## config.mk

```make
export PLATFORM = sky130hd
export DESIGN_NAME = vram_sys_arb_flat
export DESIGN_NICKNAME = d
export VERILOG_FILES = /design/src/rtl/vram_sys_arb_if.sv /design/src/rtl/vram_sys_arb.sv /design/src/flat_wrapper.sv
export SDC_FILE = /design/constraint.sdc
export NUM_CORES = 1
export LEC_CHECK = 0
export CELL_PAD_IN_SITES_DETAIL_PLACEMENT = 1
export CELL_PAD_IN_SITES_GLOBAL_PLACEMENT = 2
export CORE_UTILIZATION = 10
export DETAILED_ROUTE_END_ITERATION = 10
export PLACE_DENSITY = 0.95
export SYNTH_ARGS = -nofsm -noshare
export SYNTH_HDL_FRONTEND = slang
export SYNTH_SLANG_ARGS = --single-unit
```

## constraint.sdc

```tcl
create_clock -name clk -period 1.8 [get_ports clk]
set_clock_uncertainty 0.15 [all_clocks]
set_input_delay 0.18 -clock clk [delete_from_list [all_inputs] [get_ports clk]]
set_output_delay 0.18 -clock clk [all_outputs]
set_load 0.01 [all_outputs]
```

## src/rtl/vram_sys_arb_if.sv

```systemverilog
// Bundle of the CPU, Earthrise and vram system-side signals seen by the arbiter.
// The arbiter uses the slave view; the requesters/vram side use the master view.
interface vram_sys_arb_if #(
  parameter int WORD  = 32,
  parameter int BYTE  = 8,
  parameter int ADDRW = 14
);
  localparam int NBE = WORD / BYTE;

  // CPU side
  logic             cpu_req;
  logic             cpu_we;
  logic [ADDRW-1:0] cpu_addr;
  logic [NBE-1:0]   cpu_be;
  logic [WORD-1:0]  cpu_din;
  logic             cpu_ack;
  logic             cpu_rvalid;
  logic [WORD-1:0]  cpu_dout;

  // Earthrise side (write-only)
  logic             er_req;
  logic [ADDRW-1:0] er_addr;
  logic [WORD-1:0]  er_wmask;
  logic [WORD-1:0]  er_din;
  logic             er_ack;

  // vram system port
  logic [ADDRW-1:0] vram_addr;
  logic [WORD-1:0]  vram_wmask;
  logic [WORD-1:0]  vram_din;
  logic [WORD-1:0]  vram_dout;

  modport slave (
    input  cpu_req, cpu_we, cpu_addr, cpu_be, cpu_din,
    output cpu_ack, cpu_rvalid, cpu_dout,
    input  er_req, er_addr, er_wmask, er_din,
    output er_ack,
    output vram_addr, vram_wmask, vram_din,
    input  vram_dout
  );

  modport master (
    output cpu_req, cpu_we, cpu_addr, cpu_be, cpu_din,
    input  cpu_ack, cpu_rvalid, cpu_dout,
    output er_req, er_addr, er_wmask, er_din,
    input  er_ack,
    input  vram_addr, vram_wmask, vram_din,
    output vram_dout
  );
endinterface

```

## src/rtl/vram_sys_arb.sv

```systemverilog
// vram system-port arbiter: CPU (read/write) vs Earthrise (write-only).
// One access per cycle, combinational grant. CPU wins ties unless Earthrise
// has been denied ER_STARVE consecutive cycles. CPU reads are tracked through
// an RD_LAT-deep valid pipe so read data is flagged when vram returns it.
module vram_sys_arb #(
  parameter int WORD      = 32,
  parameter int BYTE      = 8,
  parameter int ADDRW     = 14,
  parameter int RD_LAT    = 1,
  parameter int ER_STARVE = 4
) (
  input logic         clk,
  input logic         rst,
  vram_sys_arb_if.slave bus
);
  localparam int NBE   = WORD / BYTE;
  localparam int CNT_W = (ER_STARVE < 1) ? 1 : $clog2(ER_STARVE + 1);
  localparam logic [CNT_W-1:0] STARVE_MAX = CNT_W'(ER_STARVE);

  // Expand per-byte enables into a per-bit write mask.
  function automatic logic [WORD-1:0] be_to_mask(input logic [NBE-1:0] be);
    logic [WORD-1:0] m;
    m = '0;
    for (int i = 0; i < WORD; i++) begin
      m[i] = be[i / BYTE];
    end
    return m;
  endfunction

  logic              hold_r;       // high on the first cycle after reset
  logic [CNT_W-1:0]  starve_r;
  logic [CNT_W-1:0]  starve_nxt_s;
  logic [RD_LAT-1:0] rd_pipe_r;
  logic              blocked_s;
  logic              starved_s;
  logic              cpu_gnt_s;
  logic              er_gnt_s;
  logic              rd_issue_s;
  logic [ADDRW-1:0]  vram_addr_s;
  logic [WORD-1:0]   vram_wmask_s;
  logic [WORD-1:0]   vram_din_s;

  // Grant decision: block during reset and the cycle after, CPU priority unless starved.
  always_comb begin
    blocked_s  = rst | hold_r;
    starved_s  = (starve_r == STARVE_MAX);
    cpu_gnt_s  = 1'b0;
    er_gnt_s   = 1'b0;
    if (blocked_s) begin
      cpu_gnt_s = 1'b0;
      er_gnt_s  = 1'b0;
    end else if (bus.cpu_req && bus.er_req) begin
      cpu_gnt_s = ~starved_s;
      er_gnt_s  = starved_s;
    end else begin
      cpu_gnt_s = bus.cpu_req;
      er_gnt_s  = bus.er_req;
    end
    rd_issue_s = cpu_gnt_s & ~bus.cpu_we;
  end

  // Drive the vram port from whichever requester holds the grant.
  always_comb begin
    vram_addr_s  = '0;
    vram_wmask_s = '0;
    vram_din_s   = '0;
    if (cpu_gnt_s) begin
      vram_addr_s = bus.cpu_addr;
      if (bus.cpu_we) begin
        vram_wmask_s = be_to_mask(bus.cpu_be);
        vram_din_s   = bus.cpu_din;
      end else begin
        vram_wmask_s = '0;
        vram_din_s   = '0;
      end
    end else if (er_gnt_s) begin
      vram_addr_s  = bus.er_addr;
      vram_wmask_s = bus.er_wmask;
      vram_din_s   = bus.er_din;
    end else begin
      vram_addr_s  = '0;
      vram_wmask_s = '0;
      vram_din_s   = '0;
    end
  end

  // Next starvation count: grow while Earthrise waits, saturate, clear otherwise.
  always_comb begin
    starve_nxt_s = '0;
    if (bus.er_req && !er_gnt_s) begin
      if (starved_s) begin
        starve_nxt_s = starve_r;
      end else begin
        starve_nxt_s = starve_r + {{(CNT_W-1){1'b0}}, 1'b1};
      end
    end else begin
      starve_nxt_s = '0;
    end
  end

  // Sequential state: post-reset hold flag, starvation counter, read valid pipe.
  always_ff @(posedge clk) begin
    if (rst) begin
      hold_r    <= 1'b1;
      starve_r  <= '0;
      rd_pipe_r <= '0;
    end else begin
      hold_r       <= 1'b0;
      starve_r     <= starve_nxt_s;
      rd_pipe_r[0] <= rd_issue_s;
      for (int i = 1; i < RD_LAT; i++) begin
        rd_pipe_r[i] <= rd_pipe_r[i-1];
      end
    end
  end

  assign bus.cpu_ack    = cpu_gnt_s;
  assign bus.er_ack     = er_gnt_s;
  assign bus.vram_addr  = vram_addr_s;
  assign bus.vram_wmask = vram_wmask_s;
  assign bus.vram_din   = vram_din_s;
  // A read in flight when reset arrives must never report valid data.
  assign bus.cpu_rvalid = rd_pipe_r[RD_LAT-1] & ~rst;
  assign bus.cpu_dout   = bus.vram_dout;
endmodule
```

## src/flat_wrapper.sv

```systemverilog
// flat-port wrapper written by rule: the top's interface ports become plain ports
module vram_sys_arb_flat 
#(
  parameter int WORD      = 32,
  parameter int BYTE      = 8,
  parameter int ADDRW     = 14,
  parameter int RD_LAT    = 1,
  parameter int ER_STARVE = 4
)
  (clk, rst, bus_cpu_req, bus_cpu_we, bus_cpu_addr, bus_cpu_be, bus_cpu_din, bus_cpu_ack, bus_cpu_rvalid, bus_cpu_dout, bus_er_req, bus_er_addr, bus_er_wmask, bus_er_din, bus_er_ack, bus_vram_addr, bus_vram_wmask, bus_vram_din, bus_vram_dout);
  vram_sys_arb_if #(.WORD(WORD), .BYTE(BYTE), .ADDRW(ADDRW)) bus_i ();
  input logic clk;
  input logic rst;
  input wire logic [$bits(bus_i.cpu_req)-1:0] bus_cpu_req;
  input wire logic [$bits(bus_i.cpu_we)-1:0] bus_cpu_we;
  input wire logic [$bits(bus_i.cpu_addr)-1:0] bus_cpu_addr;
  input wire logic [$bits(bus_i.cpu_be)-1:0] bus_cpu_be;
  input wire logic [$bits(bus_i.cpu_din)-1:0] bus_cpu_din;
  output wire logic [$bits(bus_i.cpu_ack)-1:0] bus_cpu_ack;
  output wire logic [$bits(bus_i.cpu_rvalid)-1:0] bus_cpu_rvalid;
  output wire logic [$bits(bus_i.cpu_dout)-1:0] bus_cpu_dout;
  input wire logic [$bits(bus_i.er_req)-1:0] bus_er_req;
  input wire logic [$bits(bus_i.er_addr)-1:0] bus_er_addr;
  input wire logic [$bits(bus_i.er_wmask)-1:0] bus_er_wmask;
  input wire logic [$bits(bus_i.er_din)-1:0] bus_er_din;
  output wire logic [$bits(bus_i.er_ack)-1:0] bus_er_ack;
  output wire logic [$bits(bus_i.vram_addr)-1:0] bus_vram_addr;
  output wire logic [$bits(bus_i.vram_wmask)-1:0] bus_vram_wmask;
  output wire logic [$bits(bus_i.vram_din)-1:0] bus_vram_din;
  input wire logic [$bits(bus_i.vram_dout)-1:0] bus_vram_dout;
  assign bus_i.cpu_req = bus_cpu_req;
  assign bus_i.cpu_we = bus_cpu_we;
  assign bus_i.cpu_addr = bus_cpu_addr;
  assign bus_i.cpu_be = bus_cpu_be;
  assign bus_i.cpu_din = bus_cpu_din;
  assign bus_cpu_ack = bus_i.cpu_ack;
  assign bus_cpu_rvalid = bus_i.cpu_rvalid;
  assign bus_cpu_dout = bus_i.cpu_dout;
  assign bus_i.er_req = bus_er_req;
  assign bus_i.er_addr = bus_er_addr;
  assign bus_i.er_wmask = bus_er_wmask;
  assign bus_i.er_din = bus_er_din;
  assign bus_er_ack = bus_i.er_ack;
  assign bus_vram_addr = bus_i.vram_addr;
  assign bus_vram_wmask = bus_i.vram_wmask;
  assign bus_vram_din = bus_i.vram_din;
  assign bus_i.vram_dout = bus_vram_dout;
  vram_sys_arb #(.WORD(WORD), .BYTE(BYTE), .ADDRW(ADDRW), .RD_LAT(RD_LAT), .ER_STARVE(ER_STARVE)) u_core (.clk(clk), .rst(rst), .bus(bus_i));
endmodule
```

==> key figures <==
Run status
  – Status: finished with violations
  – Failing checks: negative setup slack

Detailed routing
  – Metal3 WL: 917 um
  – Wire length on met1: 3330 um
  – Via density per instance: 4.017
  – DRT iter0 DRCs: 63
  – Drt wl/cell: 18.66 um
  – DRT Wirelength: 9722 um
  – First-pass DRT Iterations: 4
  – Max Used Layer: met4
  – Total number of vias: 2093
  – DRC Markers: 0
  – Met2 wire length: 5402 um
  – Routed Antenna Nets: 0

Clock tree
  – CTS tree: yes
  – CTS root buf: clkbuf_16
  – Total CTS buffers: 3
  – Clock Pin Slew Worst Setup and Hold Paths: 0.03 ns
  – Clock Path Buffers: 2
  – Clk_lat worst skew: 0.23 ns
  – Clock Sink Count: 5
  – CTS HTree Levels: 1

Yosys
  – Post-synth top flop: dfxtp_1
  – Syn_area_per_cell: 8.478 um2
  – Synth Register Bits: 5
  – Top post-synthesis cells by count: 76 x a22o_1, 32 x buf_4, 8 x buf_6
  – Sequential area share after synthesis: 7.569%
  – Cell taking the most area after synthesis: a22o_1
  – Yosys warnings: 0
  – EDFF count, synth: 0
  – Post-synth top area share: 50.33%
  – Syn nets: 323
  – Post-Syn Area: 1323 um2
  – Async set-reset flop share out of synthesis: 0%
  – Synth top area cells: a22o_1 50%, buf_4 18%, dfxtp_1 7.6%, buf_6 6.8%, clkbuf_1 2.0%
  – Cell variety after synth: 23
  – Syn Inst Count: 156
  – Count leader, synth: a22o_1

Floorplan
  – Core Footprint: 12770 um2
  – Full die area: 13690 um2
  – # rows: 41
  – Initial Util: 10.35%
  – Die Span Y: 117 um
  – DIE WIDTH: 117 um
  – # IOs: 278

Critical path
  – Startpoint types: flop
  – Critical path arrival: 1.81 ns
  – Worst Path Max Fanout: 5
  – Cell mode on critical path: buf_6
  – Worst setup EP type: output port
  – CP required: 1.47 ns
  – Slowest CP cell: dfxtp_2
  – Crit Path Category: flop to output port
  – CP Cell Sequence: inv_2 -> ha_4 -> nand2_4 -> a211oi_4 -> buf_6 -> buf_12 -> buf_16 -> buf_6 -> a22o_1 -> buf_2
  – Critical path's largest stage delay: 0.31 ns

Global route
  – Antenna violations before repair: 0
  – Largest net degree at the start of global routing: 34
  – Vias in the first global route: 2145
  – Global route overflow: 0
  – First-pass GRT wire length: 12630 um
  – Tot GR Track Use: 12.47%

STA
  – Final Setup Violations: 79
  – Setup total negative slack: -19.66 ns
  – Period utilization: 118.6%
  – Post-route setup slack: -0.3356 ns
  – Worst Tran Pin Value: 0.2982 ns
  – Unrepaired setup endpoints after global routing: true
  – Slew margin rel.: 80.06%
  – Max Slew Vio Count: 0
  – Final Hold Violating Endpoints: 0
  – Max Clk Rate: 468.2 MHz
  – Final worst path period need: 2.136 ns

Placed design
  – IO Port Bufs: 213
  – GP Congestion: 0.7024
  – Pre-CTS WS: -0.7258 ns
  – Post-DP Area: 3440 um2
  – Final HPWL DP: 7373 um
  – # placed instances: 499

Flow run
  – Max_cap viols: 0

Pwr
  – Max IR drop VDD: 0.4978 mV
  – Static leakage: 0.001596 uW
  – Pwr Density: 312.0 nW/um2

Cells and area
  – N_diodes: 0
  – Area Growth Syn to Fin: 164.1%
  – Nets: 517
  – Fin area: 3493 um2
  – Fraction of layout cells with a size suffix above 1: 35.53%
  – Finished Layout Cells: 521

Worst hold path
  – Hold Crit Class: input port to flop
cells in the final DEF (no fill, tap or decap), drive strengths merged, types with 2 or more instances in the layout:
cell type	n
ha	2
nor3	3
nor2b	2
buf	108
clkdlybuf4s50	132
dfxtp	5
clkbuf	5
a22o	78
inv	2
per-stage QoR:
step / utilization, % / power [uW] / hold WS, ns
detailed placement: 26.93 / 724.9 / 0.2101
global route: 27.35 / 1151 / 0.02526
global placement: 26.93 / 712.2 / 0.2101
floorplan: - / 347.7 / 0.05772
CTS: 27.25 / 1106 / 0.2101
finish: 27.35 / 1090 / 0.009395
power breakdown:
part	total, uW	internal, uW	switching (uW)
registers	119	116	3.05
clock network	375	294	80.6
logic	596	400	196
what timing repair did:
action                                  CTS  global route
pin swaps                                18            18
gates cloned                              7             1
gates resized for setup                 347             6
endpoints found under the setup margin   80            79
hold buffers                              0             0
setup buffers                             9             3
path summary, 6_finish.rpt:
path,from,end,slack (ns),cells past startpoint
worst max-delay path,u_core.starve_r[1],bus_vram_din[25],-0.34,10
worst min-delay path,rst,u_core.hold_r,0.009,1
worst max register to register,u_core.starve_r[1],u_core.starve_r[0],0.19,8
worst min register to register,u_core.starve_r[0],u_core.starve_r[0],0.49,3
sequential cells by signal (all words and copies together), names as in the netlist:
signal,cells
u_core.rd_pipe_r,1
u_core.starve_r,3
u_core.hold_r,1
layout make-up:
| class | instances | area [um2] |
|---|---|---|
| multi-input cells | 96 | 858.3 |
| well taps | 172 | 215.2 |
| fillers | 1492 | 9280 |
| flip-flops and latches | 5 | 102.6 |
| clock buffers | 4 | 78.83 |
| repair buffers | 242 | 2231 |
| inverters | 2 | 7.507 |
cell families (layout without fill, tap and decap cells):
kind of cell / after synthesis / in the layout / synth area share [%]
AO/OA/AOI/OAI: 80 / 80 / 53.74
XOR/XNOR: 1 / 1 / 0.6624
adder cells (fa/ha/maj): 2 / 2 / 1.892
buffers and inverters: 55 / 248 / 29.42
flip-flops: 5 / 5 / 7.569
multiplexers: 1 / 1 / 0.7569
AND/OR/NAND/NOR: 12 / 12 / 5.960
critical path, delay by kind of cell (launching register included):
kind,cells,cell delay (ns)
AOI/OAI and AO/OA,2,0.34
and+or+nand+nor,1,0.06
adders and majority gates,1,0.15
buffers and inverters,6,0.70
DFF,1,0.31
routing by layer:
layer | GRT usage, % | up-vias
li1 | - | 970
met1 | 13.11 | 980
met2 | 25.80 | 136
met3 | 2.266 | 7
met4 | 1.772 | 0
met5 | 0 | -
(Power assumes the default switching activity.)
